File: config.mk
export PLATFORM = sky130hd
export DESIGN_NAME = word_serializer_flat
export DESIGN_NICKNAME = d
export VERILOG_FILES = /design/src/rtl/word_serializer_if.sv /design/src/rtl/word_serializer.sv /design/src/flat_wrapper.sv
export SDC_FILE = /design/constraint.sdc
export NUM_CORES = 1
export LEC_CHECK = 0
export BUFFER_PORTS_ARGS = -buffer_cell sky130_fd_sc_hd__buf_2
export CORE_MARGIN = 2
export CORE_UTILIZATION = 60
export DETAILED_ROUTE_END_ITERATION = 12
export PLACE_DENSITY = 0.88
export RECOVER_POWER = 50
export SLEW_MARGIN = 5
export SYNTH_ARGS = -nofsm -noshare
export SYNTH_HDL_FRONTEND = slang
export SYNTH_SLANG_ARGS = --single-unit
File: constraint.sdc
create_clock -name clk -period 4.61 [get_ports clk]
set_input_delay 0 -clock clk [delete_from_list [all_inputs] [get_ports clk]]
set_output_delay 0 -clock clk [all_outputs]
set_load 0.005 [all_outputs]
File: src/rtl/word_serializer_if.sv
// Upstream word stream plus serial bit stream between a word producer and the Mealy detector.
interface word_serializer_if #(
    parameter int WIDTH = 32
);
    logic [WIDTH-1:0] in_data;
    logic             in_valid;
    logic             in_ready;
    logic             abort;
    logic             x;
    logic             x_valid;
    logic             word_done;
    logic             busy;

    modport master (
        output in_data, in_valid, abort,
        input  in_ready, x, x_valid, word_done, busy
    );

    modport slave (
        input  in_data, in_valid, abort,
        output in_ready, x, x_valid, word_done, busy
    );
endinterface

File: src/rtl/word_serializer.sv
// Generic FIFO: circular buffer with synchronous flush and occupancy count.
// Latency: a word pushed at an edge is visible on rdata after that edge.
// Backpressure: none internally; the caller must not push when full or pop when empty.
module ws_fifo #(
    parameter int W  = 8,
    parameter int D  = 2,
    parameter int CW = $clog2(D + 1)
) (
    input  logic          clk,
    input  logic          rst_n,
    input  logic          flush,
    input  logic          push,
    input  logic          pop,
    input  logic [W-1:0]  wdata,
    output logic [W-1:0]  rdata,
    output logic [CW-1:0] count
);
    localparam int PW = (D > 1) ? $clog2(D) : 1;

    logic [W-1:0]  mem [D];
    logic [PW-1:0] wr_ptr;
    logic [PW-1:0] rd_ptr;

    function automatic logic [PW-1:0] ptr_inc(input logic [PW-1:0] p);
        return (p == PW'(D - 1)) ? '0 : p + PW'(1);
    endfunction

    assign rdata = mem[rd_ptr];

    always_ff @(posedge clk) begin
        if (push) begin
            mem[wr_ptr] <= wdata;
        end
    end

    always_ff @(posedge clk) begin
        if (!rst_n || flush) begin
            wr_ptr <= '0;
            rd_ptr <= '0;
            count  <= '0;
        end else begin
            if (push) begin
                wr_ptr <= ptr_inc(wr_ptr);
            end
            if (pop) begin
                rd_ptr <= ptr_inc(rd_ptr);
            end
            case ({push, pop})
                2'b10:   count <= count + CW'(1);
                2'b01:   count <= count - CW'(1);
                default: count <= count;
            endcase
        end
    end
endmodule

// Word serializer: buffers WIDTH-bit words and streams them LSB-first onto x, GAP idle cycles before each word.
// Latency: a word pushed into an empty idle block shows bit 0 on x after GAP+1 further edges.
// Backpressure: in_ready follows registered FIFO occupancy only; a pop never frees a slot in the same cycle.
module word_serializer #(
    parameter int WIDTH = 32,
    parameter int DEPTH = 2,
    parameter int GAP   = 1
) (
    input  logic             clk,
    input  logic             rst_n,
    word_serializer_if.slave bus
);
    localparam int              BW       = $clog2(WIDTH);
    localparam int              CW       = $clog2(DEPTH + 1);
    localparam logic [3:0]      GAP_INIT = (GAP > 0) ? 4'(GAP - 1) : 4'd0;
    localparam logic [BW-1:0]   LAST_BIT = BW'(WIDTH - 1);

    typedef enum logic [1:0] {IDLE, GAPW, SHIFT} state_t;

    state_t           state;
    state_t           state_nxt;
    logic [WIDTH-1:0] shreg;
    logic [BW-1:0]    bitcnt;
    logic [3:0]       gapcnt;
    logic             x_hold;
    logic [CW-1:0]    count;
    logic [WIDTH-1:0] head;
    logic             push;
    logic             load;
    logic             gap_ld;
    logic             fifo_nempty;
    logic             last_bit;

    assign fifo_nempty  = (count != '0);
    assign bus.in_ready = rst_n && (count < CW'(DEPTH));
    assign push         = bus.in_valid && bus.in_ready && !bus.abort;
    assign last_bit     = (state == SHIFT) && (bitcnt == LAST_BIT);

    ws_fifo #(
        .W  (WIDTH),
        .D  (DEPTH),
        .CW (CW)
    ) u_fifo (
        .clk   (clk),
        .rst_n (rst_n),
        .flush (bus.abort),
        .push  (push),
        .pop   (load),
        .wdata (bus.in_data),
        .rdata (head),
        .count (count)
    );

    always_comb begin
        state_nxt = state;
        load      = 1'b0;
        gap_ld    = 1'b0;
        case (state)
            IDLE: begin
                if (fifo_nempty) begin
                    if (GAP > 0) begin
                        state_nxt = GAPW;
                        gap_ld    = 1'b1;
                    end else begin
                        state_nxt = SHIFT;
                        load      = 1'b1;
                    end
                end
            end
            GAPW: begin
                if (gapcnt == '0) begin
                    state_nxt = SHIFT;
                    load      = 1'b1;
                end
            end
            SHIFT: begin
                if (bitcnt == LAST_BIT) begin
                    if (!fifo_nempty) begin
                        state_nxt = IDLE;
                    end else if (GAP > 0) begin
                        state_nxt = GAPW;
                        gap_ld    = 1'b1;
                    end else begin
                        // back-to-back reload keeps x_valid high with no bubble
                        state_nxt = SHIFT;
                        load      = 1'b1;
                    end
                end
            end
            default: state_nxt = IDLE;
        endcase
        if (bus.abort) begin
            state_nxt = IDLE;
            load      = 1'b0;
            gap_ld    = 1'b0;
        end
    end

    always_ff @(posedge clk) begin
        if (!rst_n) begin
            state  <= IDLE;
            shreg  <= '0;
            bitcnt <= '0;
            gapcnt <= '0;
            x_hold <= 1'b0;
        end else begin
            state <= state_nxt;
            // remember the bit on the line so x stays put while x_valid is low
            if (state == SHIFT) begin
                x_hold <= shreg[0];
            end
            if (load) begin
                shreg  <= head;
                bitcnt <= '0;
            end else if (bus.abort) begin
                bitcnt <= '0;
            end else if (state == SHIFT) begin
                shreg <= {1'b0, shreg[WIDTH-1:1]};
                if (bitcnt != LAST_BIT) begin
                    bitcnt <= bitcnt + BW'(1);
                end
            end
            if (gap_ld) begin
                gapcnt <= GAP_INIT;
            end else if (state == GAPW && gapcnt != '0) begin
                gapcnt <= gapcnt - 4'd1;
            end
        end
    end

    assign bus.x_valid   = (state == SHIFT);
    assign bus.word_done = last_bit;
    assign bus.x         = (state == SHIFT) ? shreg[0] : x_hold;
    assign bus.busy      = (state != IDLE) || fifo_nempty;
endmodule

File: src/flat_wrapper.sv
// flat-port wrapper written by rule: the top's interface ports become plain ports
module word_serializer_flat 
#(
    parameter int WIDTH = 32,
    parameter int DEPTH = 2,
    parameter int GAP   = 1
)
  (clk, rst_n, bus_in_data, bus_in_valid, bus_abort, bus_in_ready, bus_x, bus_x_valid, bus_word_done, bus_busy);
  word_serializer_if #(.WIDTH(WIDTH)) bus_i ();
  input  logic clk;
  input  logic rst_n;
  input wire logic [$bits(bus_i.in_data)-1:0] bus_in_data;
  input wire logic [$bits(bus_i.in_valid)-1:0] bus_in_valid;
  input wire logic [$bits(bus_i.abort)-1:0] bus_abort;
  output wire logic [$bits(bus_i.in_ready)-1:0] bus_in_ready;
  output wire logic [$bits(bus_i.x)-1:0] bus_x;
  output wire logic [$bits(bus_i.x_valid)-1:0] bus_x_valid;
  output wire logic [$bits(bus_i.word_done)-1:0] bus_word_done;
  output wire logic [$bits(bus_i.busy)-1:0] bus_busy;
  assign bus_i.in_data = bus_in_data;
  assign bus_i.in_valid = bus_in_valid;
  assign bus_i.abort = bus_abort;
  assign bus_in_ready = bus_i.in_ready;
  assign bus_x = bus_i.x;
  assign bus_x_valid = bus_i.x_valid;
  assign bus_word_done = bus_i.word_done;
  assign bus_busy = bus_i.busy;
  word_serializer #(.WIDTH(WIDTH), .DEPTH(DEPTH), .GAP(GAP)) u_core (.clk(clk), .rst_n(rst_n), .bus(bus_i));
endmodule
* Yosys cells after proc, flatten, opt, wreduce, memory -nomap -nowiden
Memories as Yosys holds them, arrays and structs flattened. A register that Yosys moved wholly into a read port is not among the register bits.
Index checks and enable logic that the tools add are counted.
** Operators by class
- $add $sub $neg :: 6
- Multipliers :: 0
- Div/mod/pow operators :: 0
- $lt $le $gt $ge :: 1
- Equality and inequality tests :: 10
- Shift operators :: 0
- Muxes and demuxes :: 23
- Bitwise gates (word level) :: 1
- Reductions and logical operators :: 22
** Operators with widths (count)
- 32-bit 2-to-1 mux :: 3
- 1-bit 2-to-1 mux :: 14
- 2-bit by 1-bit inequality test with 1-bit output, second input constant :: 4
- 2-bit nonzero test :: 4
- 2-bit 2-to-1 mux :: 3
- 2-bit case mux with 3 select lines :: 1
- 5-bit by 1-bit adder with 5-bit output, second input constant :: 1
- 5-bit equality test, second input constant :: 1
- 1-bit logical AND :: 5
- 5-bit inequality test, second input constant :: 1
- 2-bit by 1-bit equality test with 1-bit output, second input constant :: 2
- 2-bit equality test, second input constant :: 2
- 4-bit logical NOT :: 1
- 2-bit case mux with 2 select lines :: 1
- 2-bit AND reduction :: 2
- 4-bit nonzero test :: 1
- 2-bit OR reduction :: 2
- 4-bit by 1-bit subtractor with 4-bit output, second input constant :: 1
- 3-bit AND reduction :: 1
- 3-bit OR reduction :: 1
- 1-bit adder, second input constant :: 2
- 2-bit by 1-bit adder with 2-bit output, second input constant :: 1
- 1-bit logical NOT :: 2
- 2-bit logical NOT :: 1
- other kinds (5) :: 6
** Storage, ports and cells
- Register bits after elaboration :: 48
- Latch bits :: 0
- RAM bits :: 64
- Bits in read-only memories :: 0
- Output and inout bits :: 5
- Memories kept :: 1
** Memory list
- u_core.u_fifo.mem :: words 2, width 32, rd ports 1, clocked after memory_dff 1, wr ports 1, line word_serializer.sv:20 : logic [W-1:0] mem [D];

* Depth between registers and ports, before layout
Gate-level depths: netlist of run 1.
- Depth in word-level cells :: 6
- Depth in mapped cells :: 11

* By module
Synthesis of run 1 repeated with hierarchy kept, for this count alone.
** Second synthesis, totals
- Cells, all modules :: 386
- Area, all modules :: 4633.2 µm²
** Modules (own cells, without submodules)
- ws_fifo :: times used 1, cells an instance 121, area each 2508.7 µm², seq. area each 2021.9 µm²
- word_serializer :: times used 1, cells an instance 265, area each 2124.5 µm², seq. area each 880.8 µm²

* Worst setup path before layout of run 1
No wires, ideal clock.
- Path type :: register to register
- Start point :: register u_core.u_fifo.count[1]
- End point :: memory u_core.u_fifo.mem[0][0] (netlist bit) (enable)
- Library setup time :: 0.421 ns
- Data arrival time :: 1.995 ns
- Required time :: 4.189 ns
- Setup slack :: 2.194 ns
- Cell stages (with the launch flop) :: 4
- Buffers on the path :: 0
- Period minus slack after synthesis :: 2.416 ns
- Cell sequence :: dfxtp_1 nor2b_1 nand3b_1 nor2_1
** On the way
- Longest elaborated chain between the ends :: 6
** Ends and longest elaborated chain
- start: declaration :: line word_serializer.sv:16 : output logic [CW-1:0] count
- start signal: assignment :: line word_serializer.sv:49 : 2'b10: count <= count + CW'(1);
- start signal: assignment :: line word_serializer.sv:50 : 2'b01: count <= count - CW'(1);
- start signal: assignment :: line word_serializer.sv:51 : default: count <= count;
- 2-bit < comparator :: line word_serializer.sv:91 : assign bus.in_ready = rst_n && (count < CW'(DEPTH));
- 1-bit logical AND :: line word_serializer.sv:91
- via bus_in_ready :: line flat_wrapper.sv:15 : output wire logic [$bits(bus_i.in_ready)-1:0] bus_in_ready;
- 1-bit logical AND (2 in series) :: line word_serializer.sv:92 : assign push = bus.in_valid && bus.in_ready && !bus.abort;
- 1-bit 2-to-1 mux :: line word_serializer.sv:31 : if (push) begin
- 1-bit 2-to-1 mux (not written as such) :: line word_serializer.sv:32 : mem[wr_ptr] <= wdata;
- end: declaration :: line word_serializer.sv:20
The timed path passes the listed nets, and every way through them passes these cells.

* Final worst setup path of run 1
- Start point :: register u_core.gapcnt[1]
- End point :: register u_core.u_fifo.count[1]
** On the way
- Longest elaborated chain between the ends :: 6
** Ends and longest elaborated chain
- start: declaration :: line word_serializer.sv:80 : logic [3:0] gapcnt;
- start signal: assignment :: line word_serializer.sv:182 : gapcnt <= gapcnt - 4'd1;
- 4-bit logical NOT * :: line word_serializer.sv:127 : if (gapcnt == '0) begin
- 1-bit 2-to-1 mux * :: line word_serializer.sv:127
- 1-bit 2-to-1 mux *
- 1-bit 2-to-1 mux * :: line word_serializer.sv:148 : if (bus.abort) begin
- 2-bit by 1-bit equality test with 1-bit output or 2-bit equality test (tied branches) :: line word_serializer.sv:48 : case ({push, pop})
- 2-bit case mux with 2 select lines or 2-bit nonzero test (tied branches)
Every way passes the cells marked *; elsewhere a longest branch is shown, timed or not.
A chain may end at the register's enable or synchronous reset.

==> results.py, run 1 <==
metrics = {
    "place": {
        "port_buffers": 40,
        "dp_cells": 501,
        "dp_hpwl_mm": 5.28,
        "place_congestion": 0.758,
    },
    "yosys": {
        "ys_warn_count": 0,
        "ys_seq_elements": 113,
        "seq_area_frac_synth_pct": 61.0,
        "syn_inst": 380,
        "synth_area_mm2": 0.00476,
        "postSynthAreaPerCell_um2": 12.5,
        "synth_nets": 420,
        "synth.distinct_cells": 37,
    },
    "global_routing": {
        "grt_pass1_wl_mm": 17.6,
        "grt_usage_pct": 27.4,
        "grt_overflow": 0,
        "grt_pass1_vias": 3509,
        "grt_max_degree": 37,
        "grt_antenna_before_repair": 0,
    },
    "setup_path": {
        "arrival_ns": 3.20,
        "worstPathMaxFanout": 36,
        "cp.required_ns": 5.05,
        "r2r-start": "u_core.gapcnt[1]$_SDFFE_PP0P_",
        "crit_type": "reg -> reg",
        "regToRegEndpoint": "u_core.u_fifo.count[1]$_SDFFE_PP0P_",
        "cp-start-kind": "flip-flop",
        "cp-end-kind": "flip-flop",
        "reg2reg_depth": 10,
        "r2r_slack_ns": 1.85,
    },
    "clock_tree": {
        "cts_tree": "built",
        "clock_path_buffers": 2,
        "cts-root-buf": "clkbuf_8",
        "numCtsBuffers": 17,
        "clk_pin_slew_ns": 0.05,
        "ctsHtreeMaxLevel": 4,
        "cts.sinks": 113,
        "clkLatencyLatePin_ns": 0.52,
    },
    "floorplan": {
        "start_util_pct": 61.9,
        "die_h_um": 93.0,
        "io_pins": 41,
        "die_w_um": 93.0,
        "die_area_mm2": 0.00866,
        "core-area_mm2": 0.00769,
        "rows": 32,
    },
    "timing": {
        "setup_violations": 0,
        "finalMaxSlewViolations": 33,
        "fin_skew_ns": 0.00672,
        "clock.fmax_mhz": 363,
        "fin_crit_ns": 2.76,
        "fin_crit_sh_pct": 59.8,
        "fin_setup_tns_ns": 0,
        "rsz0062_at_grt": "no",
        "max-slew-margin-rel_pct": -28.7,
        "tightest_slew_ns": 1.93,
        "hold_viol": 0,
    },
    "layout": {
        "seq_area_mm2": 0.00290,
        "fin_cells": 567,
        "n_fill_cell": 444,
        "layout-drive-gt1-share_pct": 24.3,
        "multi_input_area_mm2": 0.00171,
        "diodes": 0,
        "layout.nets": 492,
        "area_growth_pct": 25.2,
    },
    "power_and_ir_drop": {
        "p_int_uw": 2120,
        "clockPowerShare_pct": 55.0,
        "switching_power_uw": 505,
        "max-vdd-ir-drop_mv": 0.336,
        "pwr-share-comb_pct": 3.6,
        "powerDensity_mw_per_mm2": 441,
        "p_sw_share_pct": 19.2,
        "power_frac_seq_pct": 41.3,
        "static-leakage-power_uw": 0.00194,
    },
    "status": {
        "outcome": "finished with violations",
        "violations": "capacitance limit, slew limit",
    },
    "worst_hold_path": {
        "min_to": "u_core.shreg[1]$_SDFFE_PN0P_",
        "min_path_type": "in -> reg",
        "whs_path_depth": 3,
        "hp-start": "rst_n",
    },
    "flow_run": {
        "cap_violations": 1,
    },
    "drt": {
        "via_per_inst": 5.93,
        "drtPass1Iterations": 5,
        "drc": 0,
        "drtIter0Drc": 248,
        "totalWireLength_mm": 10.8,
        "num_vias": 3365,
        "ant_nets": 0,
        "wire_per_inst_um": 19.1,
    },
}
placed cells by master (no fill, tap or decap), types with 2 or more instances in the layout:
cell type	n
nand3b_1	2
nor3b_1	2
and2_1	2
xnor2_1	3
o31ai_1	31
a31oi_2	29
mux2_2	31
nor2b_1	5
a31oi_1	2
edfxtp_1	64
clkbuf_8	2
nand2_1	68
clkinvlp_4	2
buf_2	13
clkbuf_16	16
clkinv_2	2
or3_1	7
o21ai_0	6
nor2_1	7
dlygate4sd3_1	34
clkbuf_1	31
or3b_2	3
bufinv_16	6
nand2b_1	2
nor2_2	2
inv_1	5
ha_1	4
nand3_1	2
buf_4	6
dfxtp_1	49
a21oi_1	12
worst max path at each step:
stage                                             start                             endpoint  slack [ns]  cells past startpoint
floorplan           u_core.u_fifo.count[1]$_SDFFE_PP0P_    u_core.u_fifo.mem[0][0]$_DFFE_PP_        2.19                      3
global placement          u_core.gapcnt[0]$_SDFFE_PP0P_  u_core.u_fifo.count[1]$_SDFFE_PP0P_        2.07                     10
detailed placement        u_core.gapcnt[0]$_SDFFE_PP0P_  u_core.u_fifo.count[1]$_SDFFE_PP0P_        1.95                     10
CTS                       u_core.gapcnt[0]$_SDFFE_PP0P_  u_core.u_fifo.count[1]$_SDFFE_PP0P_        1.89                     10
global route              u_core.gapcnt[1]$_SDFFE_PP0P_  u_core.u_fifo.count[1]$_SDFFE_PP0P_        1.71                     10
finish                    u_core.gapcnt[1]$_SDFFE_PP0P_  u_core.u_fifo.count[1]$_SDFFE_PP0P_        1.85                     10
through the flow:
stage                     setup WS, ns  hold slack [ns]  power (uW)  utilization, %  instance area (um2)
after floorplan                   2.19           0.0989        1150               -                 4760
after global placement            2.07            0.187        1170            65.1                 5010
after detailed placement          1.95            0.191        1180            65.1                 5010
after CTS                         1.89           0.0444        2620            78.0                 6000
after global routing              1.71           0.0873        2690            77.5                 5960
final                             1.85           0.0560        2630            77.5                 5960
routing by layer:
metal	global-route usage [%]	vias to the layer above	wire (um)
met1	31.6	1649	4250
li1	-	1556	-
met5	0	-	0
met2	47.2	123	5770
met4	15.0	0	337
met3	6.45	37	474
flip-flops by register name, summed over array words and instances, names as in the netlist, named ones only:
register / count
u_core.bitcnt: 5
u_core.state: 2
u_core.u_fifo.wr_ptr: 1
u_core.u_fifo.rd_ptr: 1
u_core.shreg: 32
u_core.u_fifo.mem: 64
u_core.u_fifo.count: 2
u_core.x_hold: 1
u_core.gapcnt: 4
kinds of logic after synthesis:
kind of cell | share of synthesized area [%]
AO/OA/AOI/OAI | 15.7
flip-flops | 61.0
XOR/XNOR | 0.737
multiplexers | 7.79
adder cells (fa/ha/maj) | 1.05
AND/OR/NAND/NOR | 10.3
buffers and inverters | 3.34
timing repair:
item                      in CTS  in global routing
hold buffers                  34                  0
hold endpoints to repair      68                  0
resized for setup              0                  0
setup buffers                  0                  0
power groups by stage:
stage | clock, uW | combinational, uW | sequential [uW]
3_5_place_dp | 0 | 71.2 | 1110
6_report | 1450 | 95.8 | 1090
4_1_cts | 1440 | 95.2 | 1090
3_3_place_gp | 0 | 67.8 | 1100
2_1_floorplan | 0 | 42.3 | 1100
5_1_grt | 1500 | 104 | 1090
Yosys cell counts (all sizes together):
| cell | number | area, um2 |
|---|---|---|
| xnor2 | 3 | 26.3 |
| o21ai | 6 | 30.0 |
| nor3b | 3 | 22.5 |
| nor2 | 9 | 33.8 |
| nor2b | 5 | 31.3 |
| nand3b | 2 | 15.0 |
| a21oi | 12 | 60.1 |
| nand2 | 68 | 255 |
| or2 | 1 | 6.26 |
| buf | 11 | 76.3 |
| and3 | 1 | 6.26 |
| a21o | 1 | 7.51 |
| a311oi | 1 | 8.76 |
| mux2 | 32 | 360 |
| xor2 | 1 | 8.76 |
| ha | 4 | 50.1 |
| nand2b | 2 | 12.5 |
| dfxtp | 49 | 981 |
| or3b | 4 | 35.0 |
| o211ai | 1 | 7.51 |
| inv | 5 | 18.8 |
| or3 | 7 | 43.8 |
| or4 | 1 | 7.51 |
| and2 | 2 | 12.5 |
| clkbuf | 17 | 63.8 |
| o41ai | 1 | 8.76 |
| o31ai | 31 | 233 |
| edfxtp | 64 | 1920 |
| mux2i | 1 | 10.0 |
| o32a | 1 | 10.0 |
| nand3 | 2 | 10.0 |
| a31oi | 31 | 375 |
| a21boi | 1 | 7.51 |
layout make-up:
cell class | instances | area share (%)
clock buffer | 21 | 7.37
clock inverter | 11 | 3.51
inverter | 5 | 0.315
multi-input combinational | 234 | 28.6
sequential | 113 | 48.7
tap | 102 | 2.14
timing repair buffer | 81 | 9.32
worst max-delay path, stage by stage (launching register included):
cell and delay (ns):
dfxtp_1 0.36, inv_1 0.08, ha_1 0.21, nand3b_1 0.09, buf_4 0.34, or2_1 0.16
buf_4 0.43, inv_1 0.09, ha_1 0.35, or3_1 0.40, a21oi_1 0.15
Power figures use the tool's default switching activity.
==> run 2, diff against run 1 <==
- CORE_UTILIZATION: 60 -> 59
- PLACE_DENSITY: 0.88 -> 0.87
- clock period: 4.61 -> 2.8 ns (I/O delays scaled with it)
==> run 2 against run 1 <==
The run now ends clean; first-iteration DRC count increased by 14%; die area increased by 1.6%; register-to-register slack got worse by 1.1 ns; via count decreased by 2.4%; count of clock-buffer cells in the layout decreased by 3; non-clock buffer count increased by 2; sequential power increased by 64%; critical path type unchanged.
==> results.py, run 2 (synthesized netlist as in run 1, its figures left out) <==
metrics = {
    "clock_tree": {
        "ctsHtreeMaxLevel": 4,
        "cts_tree": "built",
        "clk_pin_slew_ns": 0.06,
        "clock_path_buffers": 2,
        "cts_setup_buffers": 0,
        "cts-root-buf": "clkbuf_8",
        "numCtsBuffers": 17,
        "clkLatencyLatePin_ns": 0.51,
        "cts.sinks": 113,
    },
    "layout": {
        "layout.nets": 494,
        "reg.largest.list": "u_core.u_fifo.mem: 64 flops, u_core.shreg: 32 flops, u_core.bitcnt: 5 flops",
        "layout-drive-gt1-share_pct": 24.8,
        "diodes": 0,
        "regMostFlops": "u_core.u_fifo.mem",
        "largest_reg_flops": 64,
        "area_growth_pct": 23.3,
        "layout_commonest_cell": "nand2_1",
        "final_cell_mix": "68 x nand2_1, 64 x edfxtp_1, 49 x dfxtp_1, 34 x dlygate4sd3_1, 32 x mux2_2",
    },
    "power_and_ir_drop": {
        "p_sw_share_pct": 20.3,
        "pwr-share-comb_pct": 4.0,
        "switching_power_uw": 787,
        "powerDensity_mw_per_mm2": 662,
        "p_int_uw": 3090,
        "max-vdd-ir-drop_mv": 0.509,
        "static-leakage-power_uw": 0.00191,
        "clockPowerShare_pct": 50.0,
        "power_frac_seq_pct": 46.0,
    },
    "floorplan": {
        "io_pins": 41,
        "die_area_mm2": 0.00880,
        "die_w_um": 93.8,
        "die_h_um": 93.8,
        "core-area_mm2": 0.00777,
        "start_util_pct": 61.2,
        "rows": 32,
    },
    "timing": {
        "hold_viol": 0,
        "layout_setup_ws_ns": 0.800,
        "clock.fmax_mhz": 500,
        "rsz0062_at_grt": "no",
        "finalMaxSlewViolations": 0,
        "fin_skew_ns": 0.00791,
        "fin_crit_ns": 2.00,
        "max-slew-margin-rel_pct": 41.2,
        "setup_violations": 0,
        "tightest_slew_ns": 0.883,
        "fin_crit_sh_pct": 71.4,
        "fin_setup_tns_ns": 0,
    },
    "setup_path": {
        "crit_chain": "ha_1 -> and3_1 -> ha_1 -> or3b_1 -> or3_1 -> a21oi_1",
        "worstPathMaxFanout": 6,
        "arrival_ns": 2.44,
        "slowest_stage": "or3b_1",
        "crit_path_frequent_cell": "ha_1",
        "cp-end-kind": "flip-flop",
        "cp.required_ns": 3.24,
        "slowest_delay_ns": 0.45,
        "cp-start-kind": "flip-flop",
        "crit_type": "reg -> reg",
    },
    "global_routing": {
        "grt_antenna_before_repair": 0,
        "grt_overflow": 0,
        "grt_usage_pct": 23.0,
        "grt_pass1_wl_mm": 15.3,
        "grt_max_degree": 36,
        "grt_pass1_vias": 3269,
    },
    "place": {
        "dp_slack_ns": 0.809,
        "port_buffers": 40,
        "place_congestion": 0.836,
        "dp_hpwl_mm": 5.07,
    },
    "worst_hold_path": {
        "min_path_type": "in -> reg",
    },
    "drt": {
        "drtPass1Iterations": 5,
        "ant_nets": 0,
        "drtIter0Drc": 282,
        "wire_per_inst_um": 16.5,
        "num_vias": 3283,
        "drc": 0,
        "totalWireLength_mm": 9.36,
        "via_per_inst": 5.77,
    },
    "flow_run": {
        "cap_violations": 0,
    },
    "status": {
        "outcome": "finished clean",
    },
}
-- run 2: changes by cell type in the layout (fill, tap and decap cells not counted), sizes merged --
cell      delta
buf          +1
bufinv       -4
clkinv       +8
clkinvlp     -1
clkbuf       -2
-- run 2: routing by layer --
metal  GRT usage (%)  up-vias  part of all wire [%]  wire, um
met3            5.86       22                   4.1       388
met5               0        -                     0         0
met4            9.42        0                   1.7       155
li1                -     1553                     -         -
met2            40.3       86                    54      5050
met1            26.8     1622                    40      3760
-- run 2: final cells by class --
type,count,area (um2)
timing repair buffer,83,571
sequential,113,2900
inverter,5,18.8
tap,102,128
clock inverter,14,123
multi-input combinational,234,1710
fill,483,1900
clock buffer,18,418
-- run 2: path summary, 6_finish.rpt --
kind	start	end	slack, ns	depth (start not counted)
setup / recovery	u_core.bitcnt[0]$_SDFFE_PP0N_	u_core.bitcnt[3]$_SDFFE_PP0N_	0.80	6
hold / removal	rst_n	u_core.shreg[1]$_SDFFE_PN0P_	0.04	4
setup reg to reg	u_core.bitcnt[0]$_SDFFE_PP0N_	u_core.bitcnt[3]$_SDFFE_PP0N_	0.80	6
hold reg to reg	u_core.bitcnt[4]$_SDFFE_PP0N_	u_core.bitcnt[4]$_SDFFE_PP0N_	0.47	2
-- run 2: per-stage QoR --
stage	std cells	power (uW)	hold WS (ns)	cell area, um2	util, %
final	569	3880	0.0423	5870	75.5
after global routing	569	3990	0.0811	5870	75.5
after CTS	569	3890	0.0278	5900	76.0
after detailed placement	503	1940	0.191	5020	64.7
after global placement	503	1930	0.187	5020	64.7
after floorplan	380	1890	0.0989	4760	-
-- run 2: timing repair --
item                      CTS  global route
hold endpoints to repair   68             0
hold buffers               34             0
gates resized for setup     0             0
-- run 2: worst max-delay path: cells and delay by family (launching register included) --
kind / cells / cell delay, ns
simple gates: 3 / 1.01
fa+ha+maj: 2 / 0.46
flops: 1 / 0.33
compound gates: 1 / 0.14
-- run 2: power by group through the flow --
stage                     clock [uW]  sequential (uW)  combinational [uW]
final                           1940             1790                 154
after global routing            2040             1790                 168
after CTS                       1950             1790                 157
after detailed placement           0             1820                 119
after global placement             0             1820                 115
after floorplan                    0             1820                69.7
